**src/rtl/wb_write_arbiter.sv**
```systemverilog
// Register-file write-port arbiter: pipeline writeback always wins. Long-latency results wait
// in a 2-entry in-order buffer and drain on idle cycles. Stale buffered writes are killed.
module wb_write_arbiter #(
   parameter int STARVE_LIMIT = 8
) (
   input  logic        clk,
   input  logic        rst,
   input  logic        pipe_we,
   input  logic [4:0]  pipe_rd,
   input  logic [31:0] pipe_data,
   input  logic        lu_valid,
   input  logic [4:0]  lu_rd,
   input  logic [31:0] lu_data,
   output logic        lu_ready,
   output logic        rf_we,
   output logic [4:0]  rf_rd,
   output logic [31:0] rf_wd,
   output logic        stall_req,
   output logic [1:0]  pend_cnt
);

   localparam logic [3:0] LIMIT = 4'(STARVE_LIMIT);

   logic [4:0]  rd_q   [2];
   logic [4:0]  rd_d   [2];
   logic [31:0] data_q [2];
   logic [31:0] data_d [2];
   logic [1:0]  live_q, live_d;
   logic [1:0]  cnt_q, cnt_d;
   logic [3:0]  wcnt_q, wcnt_d;
   logic        stall_q, stall_d;

   logic        pipe_wr;
   logic        push;
   logic        pop;
   logic [1:0]  wr_idx;
   logic [1:0]  kill;

   assign pipe_wr   = pipe_we && (pipe_rd != 5'd0);
   assign lu_ready  = (cnt_q < 2'd2);
   assign push      = lu_valid && lu_ready;
   assign pop       = !pipe_wr && (cnt_q != 2'd0);
   assign pend_cnt  = cnt_q;
   assign stall_req = stall_q;

   // Only entries present at cycle start can be killed; a same-cycle push lands after this mask.
   generate
      for (genvar gi = 0; gi < 2; gi++) begin : g_kill
         assign kill[gi] = pipe_wr && (rd_q[gi] == pipe_rd);
      end
   endgenerate

   always_comb begin
      rf_we = 1'b0;
      rf_rd = 5'd0;
      rf_wd = 32'd0;
      if (pipe_wr) begin
         rf_we = 1'b1;
         rf_rd = pipe_rd;
         rf_wd = pipe_data;
      end else if (pop) begin
         rf_we = live_q[0] && (rd_q[0] != 5'd0);
         rf_rd = rd_q[0];
         rf_wd = data_q[0];
      end
   end

   always_comb begin
      rd_d   = rd_q;
      data_d = data_q;
      live_d = live_q & ~kill;
      wr_idx = cnt_q - {1'b0, pop};
      cnt_d  = cnt_q - {1'b0, pop} + {1'b0, push};

      if (pop) begin
         rd_d[0]   = rd_q[1];
         data_d[0] = data_q[1];
         live_d[0] = live_q[1];
         live_d[1] = 1'b0;
      end

      if (push) begin
         rd_d[wr_idx[0]]   = lu_rd;
         data_d[wr_idx[0]] = lu_data;
         live_d[wr_idx[0]] = (lu_rd != 5'd0);
      end

      wcnt_d = wcnt_q;
      if (pop || (cnt_q == 2'd0)) begin
         wcnt_d = 4'd0;
      end else if (wcnt_q < LIMIT) begin
         wcnt_d = wcnt_q + 4'd1;
      end

      // Stall stays up through the pop cycle and drops on the edge that completes the pop.
      stall_d = pop ? 1'b0 : (stall_q || (wcnt_d == LIMIT));
   end

   always_ff @(posedge clk or negedge rst) begin
      if (!rst) begin
         for (int i = 0; i < 2; i++) begin
            rd_q[i]   <= 5'd0;
            data_q[i] <= 32'd0;
         end
         live_q  <= 2'b00;
         cnt_q   <= 2'd0;
         wcnt_q  <= 4'd0;
         stall_q <= 1'b0;
      end else begin
         rd_q    <= rd_d;
         data_q  <= data_d;
         live_q  <= live_d;
         cnt_q   <= cnt_d;
         wcnt_q  <= wcnt_d;
         stall_q <= stall_d;
      end
   end

endmodule
```
**config.mk**
```make
export PLATFORM = sky130hd
export DESIGN_NAME = wb_write_arbiter
export DESIGN_NICKNAME = d
export VERILOG_FILES = /design/src/rtl/wb_write_arbiter.sv
export SDC_FILE = /design/constraint.sdc
export NUM_CORES = 1
export LEC_CHECK = 0
export CAP_MARGIN = 30
export CORE_ASPECT_RATIO = 1.4
export CORE_MARGIN = 4
export CORE_UTILIZATION = 31
export CTS_BUF_LIST = sky130_fd_sc_hd__clkbuf_4 sky130_fd_sc_hd__clkbuf_8 sky130_fd_sc_hd__clkbuf_16
export DETAILED_ROUTE_END_ITERATION = 10
export PLACE_DENSITY_LB_ADDON = 0.08
export SYNTH_ARGS = -nofsm -noshare
export SYNTH_HDL_FRONTEND = slang
export SYNTH_SLANG_ARGS = --single-unit
```
**constraint.sdc**
```tcl
create_clock -name clk -period 4.5 [get_ports clk]
set_input_delay 0.9 -clock clk [delete_from_list [all_inputs] [get_ports clk]]
set_output_delay 0.9 -clock clk [all_outputs]
set_load 0.02 [all_outputs]
```
After elaboration in Yosys (flattened, before gate mapping)

Cells that the tools add are included.
W data, S select, Z words.

Add/sub/neg operators: 3
$mul: 0
Div/mod/pow operators: 0
Order comparisons: 6
Equal/unequal tests: 3
Shift operators: 0
Multiplexer cells: 24
Bitwise gates (word level): 3
Reductions and logical operators: 16

Operator list:

| kind                  | count |
|---|---|
| $mux W32              | 4 |
| $bwmux W64            | 1 |
| $mux W64              | 1 |
| $demux W32 S1         | 1 |
| $mux W5               | 4 |
| $reduce_bool A5 Y1    | 3 |
| $bwmux W10            | 1 |
| $eq A5 B5 Y1          | 2 |
| $mux W10              | 1 |
| $logic_and A1 B1 Y1   | 8 |
| $mux W4               | 2 |
| $demux W5 S1          | 1 |
| $add A4 B1 Y4 const B | 1 |
| $eq A4 B4 Y1 const B  | 1 |
| $lt A4 B4 Y1 const B  | 1 |
| $mux W1               | 4 |
| $mux W2               | 2 |
| $add A2 B1 Y2         | 1 |
| $and A2 B2 Y2         | 1 |
| $bwmux W2             | 1 |
| $ge A2 B2 Y1 const B  | 1 |
| $logic_not A2 Y1      | 1 |
| $logic_or A1 B1 Y1    | 2 |
| $lt A1 B2 Y1 const B  | 1 |
| 9 further kinds       | 9 |

Bits in registers: 83
Bits in latches: 0
RAM bits: 0
Memory bits (read-only): 0
Input bits: 78
Output and inout bits: 42
Word-level logic and storage cells: 63
Memories kept: 0

Longest topological paths before layout

Gate-level depths: netlist (run 1).

Depth after elaboration: 12
Mapped depth: 12
Gate-level depth less buffers: 8

Worst setup path after synthesis (run 1)

OpenSTA, ideal clock, no wires.

Kind: in2reg
Start: input port pipe_rd[0]
End: register with a tool-made name
Library setup time: 0.125 ns
Arrival: 3.496 ns
Required time: 4.375 ns
Setup slack: 0.879 ns
Cell stages on the path: 11
Buffers on the path: 4
Path through: or3_4 > o41a_1 > buf_6 > buf_6 > inv_1 > ha_1 > inv_1 > ha_1 > clkbuf_1 > clkbuf_1 > mux2_2

RTL lines:

| element         | RTL line | source |
|---|---|---|
| start, declared | 9        | `input logic [4:0] pipe_rd,` |

Worst setup path in the final report (run 1)

Start: input port pipe_rd[1]
End: output port rf_wd[18]

Cells in the longest elaborated chain, start to end: 6

Ends and longest elaborated chain:

| element               | RTL line | source |
|---|---|---|
| $reduce_bool A5 Y1 *  | 39       | `assign pipe_wr = pipe_we && (pipe_rd != 5'd0);` |
| $logic_and A1 B1 Y1 * | 39       |  |
| $logic_not A1 Y1      | 42       | `assign pop = !pipe_wr && (cnt_q != 2'd0);` |
| $logic_and A1 B1 Y1   | 42       |  |
| $mux W32              | 61       | `end else if (pop) begin` |
| $mux W32 *            | 57       | `if (pipe_wr) begin` |
| end, declared         | 17       | `output logic [31:0] rf_wd,` |

Mark *: on every way between the ends. The rest lies on a longest branch, timed or not.

==> results.sh, run 1 <==
export IMPL_post_cts_buffers=0
export IMPL_htree_levels=3
export IMPL_insertion_delay_to_the_later_sink_of_the_worst_skew_pair_ps=340
export IMPL_yosysMostFrequentCell="sky130_fd_sc_hd__dfrtp_1"
export IMPL_synthArstFlopShare_pct=100
export IMPL_layoutNonFillerInstCount=725
export IMPL_placement_io_buffers=119
export IMPL_fillerInstances=1356
export IMPL_die_height_um=146
export IMPL_worstPathCellList="clkdlybuf4s50_1 -> or3_4 -> o31ai_4 -> buf_4 -> nand3_1 -> nand2_1 -> clkdlybuf4s50_1"
export IMPL_first_iter_violations=75
export IMPL_grt_max_degree=51
export IMPL_synth_main_ff_cell="sky130_fd_sc_hd__dfrtp_1"
export IMPL_path_max_fanout=22
export IMPL_path_buf_inv=3
export IMPL_slew_limit_headroom_pct=40.3
export IMPL_reg2reg_setup_slack_ps=1970
export IMPL_netlist_top_cell_by_area="sky130_fd_sc_hd__dfrtp_1"
export IMPL_drt_pass1_iterations=4
export IMPL_final_min_period_over_clock_period_pct=90.8
export IMPL_ys_types=32
export IMPL_setup_violations=0
export IMPL_setup_worst_path_class="in2out"
export IMPL_synth_sequential_area_ratio_pct=48.9
export IMPL_hpwlAfterDp_mm=7.82
export IMPL_clock_pin_slew_of_the_registers_on_the_worst_case_setup_and_hold_paths_ps=60
export IMPL_crit_path_frequent_cell="sky130_fd_sc_hd__clkdlybuf4s50_1"
export IMPL_timing_critical_path_slowest_stage_cell="sky130_fd_sc_hd__clkdlybuf4s50_1"
export IMPL_grt_antenna_before_repair=0
export IMPL_core_area_um2=13400
export IMPL_multi_input_area_um2=1980
export IMPL_synth_net_count=508
export IMPL_fmax_mhz=245
export IMPL_areaGrowthSynthToFinish_pct=38.3
export IMPL_cts_tree="built"
export IMPL_yosys_register_bits=83
export IMPL_hold_violations=0
export IMPL_drc_errors_left=0
export IMPL_drv_max_cap_violation_count=0
export IMPL_clock_skew_final_ps=9.49
export IMPL_clock_tree_buffer_depth=2
export IMPL_syn_inst=427
export IMPL_routed_via_density=4.69
export IMPL_post_synth_cell_area_avg_um2=9.95
export IMPL_power_density_nw_per_um2=635
export IMPL_critPathRequiredTime_ps=3600
export IMPL_vias_in_the_first_global_route=3598
export IMPL_clock_root_buffer="sky130_fd_sc_hd__clkbuf_16"
export IMPL_tritoncts_num_buffers=9
export IMPL_ctsHoldBuffers=0
export IMPL_detail_route_antenna_nets=0
export IMPL_setup_total_negative_slack_ps=0
export IMPL_critical_path_arrival_ps=3180
export IMPL_numPlacedInstances=709
export IMPL_worst_hold_check_path_type="reg2reg"
export IMPL_diodes=0
export IMPL_startpoint_type="primary input"
export IMPL_io_pin_count=120
export IMPL_setup_repair_after_global_routing_missed_its_margin="no"
export IMPL_peakVddDrop_v=0.000265
export IMPL_fin_area_um2=5870
export IMPL_ys_warnings_count=0
export IMPL_sinks_on_the_clock_net=83
export IMPL_crit_path_max_cell_delay_ps=620
export IMPL_synth_area_leaders="sky130_fd_sc_hd__dfrtp_1, sky130_fd_sc_hd__mux2_2, sky130_fd_sc_hd__mux2i_1, sky130_fd_sc_hd__nand2_1, sky130_fd_sc_hd__a21oi_1"
export IMPL_floorplan_initialDensity_pct=31.7
export IMPL_min_period_ps=4080
export IMPL_post_dp_cell_area_um2=5570
export IMPL_timing_hold_ws_ps=505
export IMPL_cell_family_with_most_cp_delay="buffers and inverters"
export IMPL_die_width_um=107
export IMPL_first_pass_grt_wire_length_mm=18.2
export IMPL_num_nets_final=619
export IMPL_post_synth_most_frequent_cells="sky130_fd_sc_hd__dfrtp_1, sky130_fd_sc_hd__nand2_1, sky130_fd_sc_hd__nor2_1"
export IMPL_via_count=3399
export IMPL_leakagePower_uw=0.00263
export IMPL_worst_slew_pin_transition_ps=894
export IMPL_number_of_core_rows=50
export IMPL_gr_usage_all_layers_pct=14.6
export IMPL_post_route_util_pct=43.9
export IMPL_run_status="finished clean"
export IMPL_synthDominantCellAreaShare_pct=48.9
export IMPL_end_kind="primary output"
export IMPL_detail_route_wl_per_cell_um=15.3
export IMPL_synth_area_um2=4250
export IMPL_floorplan_die_area_um2=15700
export IMPL_ff_latch_area_um2=2080
export IMPL_cts_repair_resized=0
export IMPL_timing_final_max_slew_violations=0
export IMPL_grt_overflow_total=0
export IMPL_place_congestion=0.783
export IMPL_synth_enable_flop_cells=0
export IMPL_drt_total_wl_mm=11.1
export IMPL_layout_drive_gt1_share_pct=12.9
==> layout make-up <==
cell class	instances	area share [%]
Sequential cell	83	35.4
Multi-Input combinational cell	310	33.8
Timing Repair Buffer	130	21.6
Tap cell	182	3.88
Clock buffer	9	3.83
Clock inverter	7	1.28
Inverter	4	0.256
==> metal layers <==
layer | vias to the layer above | GRT usage (%) | wire (µm)
li1 | 1685 | - | -
met1 | 1629 | 17.5 | 4760
met2 | 72 | 26.0 | 5800
met3 | 13 | 2.26 | 383
met4 | 0 | 5.57 | 172
met5 | - | 0 | 0
==> path summary, 6_finish.rpt <==
| check | depth (start not counted) | endpoint | from |
|---|---|---|---|
| max | 7 | rf_wd[18] | pipe_rd[1] |
| min | 1 | register | register |
| max reg2reg | 8 | register | pend_cnt[1] |
| min reg2reg | 1 | register | register |
| max in group asynchronous | 2 | live_q[1] | rst |
| min in group asynchronous | 1 | stall_req | rst |
==> metrics by stage <==
stage	worst slack [ps]	power, µW
6_report	416	3730
5_1_grt	243	4020
4_1_cts	395	3800
3_5_place_dp	406	3040
3_3_place_gp	408	2990
2_1_floorplan	879	2470
==> power by group <==
group	total (µW)	switching, µW	internal [µW]
combinational	1620	796	827
sequential	1370	241	1130
clock	741	309	433
total	3730	1350	2390
==> cell families (layout without fill, tap and decap cells) <==
family | Yosys count | count (layout) | synth area share (%)
and+or+nand+nor | 167 | 167 | 16.7
DFF | 83 | 83 | 48.9
muxes | 75 | 75 | 18.8
AOI/OAI and AO/OA | 51 | 51 | 7.31
buffers and inverters | 34 | 150 | 4.54
xor gates and xnor gates | 14 | 14 | 2.89
adders and majority gates | 3 | 3 | 0.884
==> cell usage in the layout, fill, tap and decap left out, drive strengths merged, types with 6 or more instances in the layout <==
cell / instances
inv: 6
dfrtp: 83
nor2: 41
mux2: 37
clkbuf: 9
a21oi: 38
nand2: 75
clkdlybuf4s50: 118
xnor2: 10
nor3: 6
buf: 12
mux2i: 38
nand3: 38
No activity file was read; power rests on OpenSTA's default activity.
==> run 2, diff against run 1 <==
- CORE_ASPECT_RATIO: 1.4 -> 0.7
==> run 2 against run 1 <==
Compared with the run above:
- via count increased by 1.2%
- cell count is 0.55% higher
- sequential power about the same
- routed wire length rose by 2.9%
==> results.sh, run 2 (same netlist as run 1, synthesis figures left out) <==
export IMPL_timing_final_max_slew_violations=0
export IMPL_peakVddDrop_v=0.000267
export IMPL_crit_start="pipe_rd[0]"
export IMPL_hpwlAfterDp_mm=7.67
export IMPL_fmax_mhz=240
export IMPL_worst_r2r_path_depth=8
export IMPL_die_width_um=148
export IMPL_seqPwrFrac_pct=35.5
export IMPL_via_count=3439
export IMPL_switching_fraction_of_total_power_pct=35.1
export IMPL_layout_drive_gt1_share_pct=13.1
export IMPL_clock_pin_slew_of_the_registers_on_the_worst_case_setup_and_hold_paths_ps=60
export IMPL_htree_levels=3
export IMPL_slew_limit_headroom_pct=41.2
export IMPL_final_min_period_over_clock_period_pct=92.6
export IMPL_power_density_nw_per_um2=643
export IMPL_p_switching_uw=1350
export IMPL_floorplan_initialDensity_pct=32.0
export IMPL_clock_skew_final_ps=5.29
export IMPL_path_max_fanout=24
export IMPL_drt_pass1_iterations=4
export IMPL_run_status="finished clean"
export IMPL_grt_overflow_total=0
export IMPL_first_iter_violations=149
export IMPL_drc_errors_left=0
export IMPL_setup_repair_after_global_routing_missed_its_margin="no"
export IMPL_first_pass_grt_wire_length_mm=18.6
export IMPL_diodes=0
export IMPL_cts_repair_resized=0
export IMPL_grt_max_degree=64
export IMPL_pre_cts_ws_ps=343
export IMPL_tritoncts_num_buffers=9
export IMPL_ctsHoldBuffers=0
export IMPL_vias_in_the_first_global_route=3478
export IMPL_critPathRequiredTime_ps=3600
export IMPL_layoutNonFillerInstCount=729
export IMPL_clock_root_buffer="sky130_fd_sc_hd__clkbuf_16"
export IMPL_detail_route_antenna_nets=0
export IMPL_worst_hold_check_path_type="in2async"
export IMPL_routed_via_density=4.72
export IMPL_drt_total_wl_mm=11.4
export IMPL_insertion_delay_to_the_later_sink_of_the_worst_skew_pair_ps=330
export IMPL_numPlacedInstances=713
export IMPL_min_period_ps=4170
export IMPL_grt_antenna_before_repair=0
export IMPL_setup_worst_path_class="in2out"
export IMPL_fillerInstances=1283
export IMPL_startpoint_of_the_worst_register_to_register_path="pend_cnt[1]"
export IMPL_cellInternalPower_uw=2490
export IMPL_num_nets_final=620
export IMPL_placement_io_buffers=119
export IMPL_worst_slew_pin_transition_ps=880
export IMPL_setup_violations=0
export IMPL_post_cts_buffers=0
export IMPL_detail_route_wl_per_cell_um=15.7
export IMPL_postLayoutSetupSlackWorst_ps=332
export IMPL_cts_tree="built"
export IMPL_sinks_on_the_clock_net=83
export IMPL_clock_tree_buffer_depth=2
export IMPL_comb_power_share_pct=43.8
export IMPL_core_area_um2=13300
export IMPL_place_congestion=0.763
export IMPL_end_kind="primary output"
export IMPL_layout_cells_most_common="sky130_fd_sc_hd__clkdlybuf4s50_1"
export IMPL_power_clock_fraction_pct=20.7
export IMPL_startpoint_type="primary input"
export IMPL_hold_violations=0
export IMPL_die_height_um=106
export IMPL_most_frequent_cells_in_the_layout="sky130_fd_sc_hd__clkdlybuf4s50_1, sky130_fd_sc_hd__dfrtp_1, sky130_fd_sc_hd__nand2_1, sky130_fd_sc_hd__nor2_1"
export IMPL_gr_usage_all_layers_pct=14.9
export IMPL_critical_path_arrival_ps=3270
export IMPL_leakagePower_uw=0.00267
export IMPL_drv_max_cap_violation_count=0
export IMPL_io_pin_count=120
export IMPL_areaGrowthSynthToFinish_pct=40.8
export IMPL_timing_hold_ws_ps=449
export IMPL_reg2reg_setup_slack_ps=2010
export IMPL_setup_total_negative_slack_ps=0
export IMPL_floorplan_die_area_um2=15700
export IMPL_number_of_core_rows=35
## run 2: cell count changes in the layout (fill, tap and decap cells not counted), sizes merged
cell      change
inv           -2
bufinv        +1
clkinv        -1
clkinvlp      -1
buf           +1
clkbuf        +3
## run 2: per-stage QoR
stage	power [µW]	util [%]	cell area (µm²)
after floorplan	2470	-	4250
after global placement	3040	42.4	5630
after detailed placement	3090	42.6	5660
after CTS	3900	45.1	5980
after global routing	4120	45.1	5980
final	3840	45.1	5980
## run 2: power groups by stage
stage / clock (µW) / sequential (µW) / combinational [µW]
6_report: 796 / 1360 / 1680
5_1_grt: 849 / 1420 / 1850
4_1_cts: 818 / 1370 / 1720
3_5_place_dp: 0 / 1380 / 1710
3_3_place_gp: 0 / 1360 / 1680
2_1_floorplan: 0 / 1310 / 1160
## run 2: worst max-delay path by stage
| stage | depth (start not counted) | slack, ps | to |
|---|---|---|---|
| 6_report | 7 | 330 | rf_wd[21] |
| 5_1_grt | 7 | 220 | rf_wd[21] |
| 4_1_cts | 7 | 340 | rf_wd[30] |
| 3_5_place_dp | 7 | 340 | rf_wd[21] |
| 3_3_place_gp | 7 | 340 | rf_wd[21] |
| 2_1_floorplan | 11 | 880 | register |
## run 2: final cells by class
cell class / count / area (µm²) / share of cell area [%]
flip-flops and latches: 83 / 2080 / 34.7
multi-input cells: 310 / 1980 / 33.2
repair buffers: 131 / 1350 / 22.6
clock buffers: 12 / 248 / 4.14
well taps: 185 / 231 / 3.87
clock inverters: 4 / 75.1 / 1.26
inverters: 4 / 15.0 / 0.251
## run 2: critical path, stage by stage
cell	delay [ps]
sky130_fd_sc_hd__clkdlybuf4s50_1	490
sky130_fd_sc_hd__or3_4	450
sky130_fd_sc_hd__o31ai_4	190
sky130_fd_sc_hd__buf_4	340
sky130_fd_sc_hd__nand3_1	160
sky130_fd_sc_hd__nand2_1	120
sky130_fd_sc_hd__clkdlybuf4s50_1	600
## run 2: metal layers
metal	vias to the layer above	global-route usage (%)	share of wire (%)
li1	1696	-	-
met1	1648	20.1	48
met2	85	23.9	46
met3	10	3.75	4.8
met4	0	4.15	0.95
met5	-	0	0
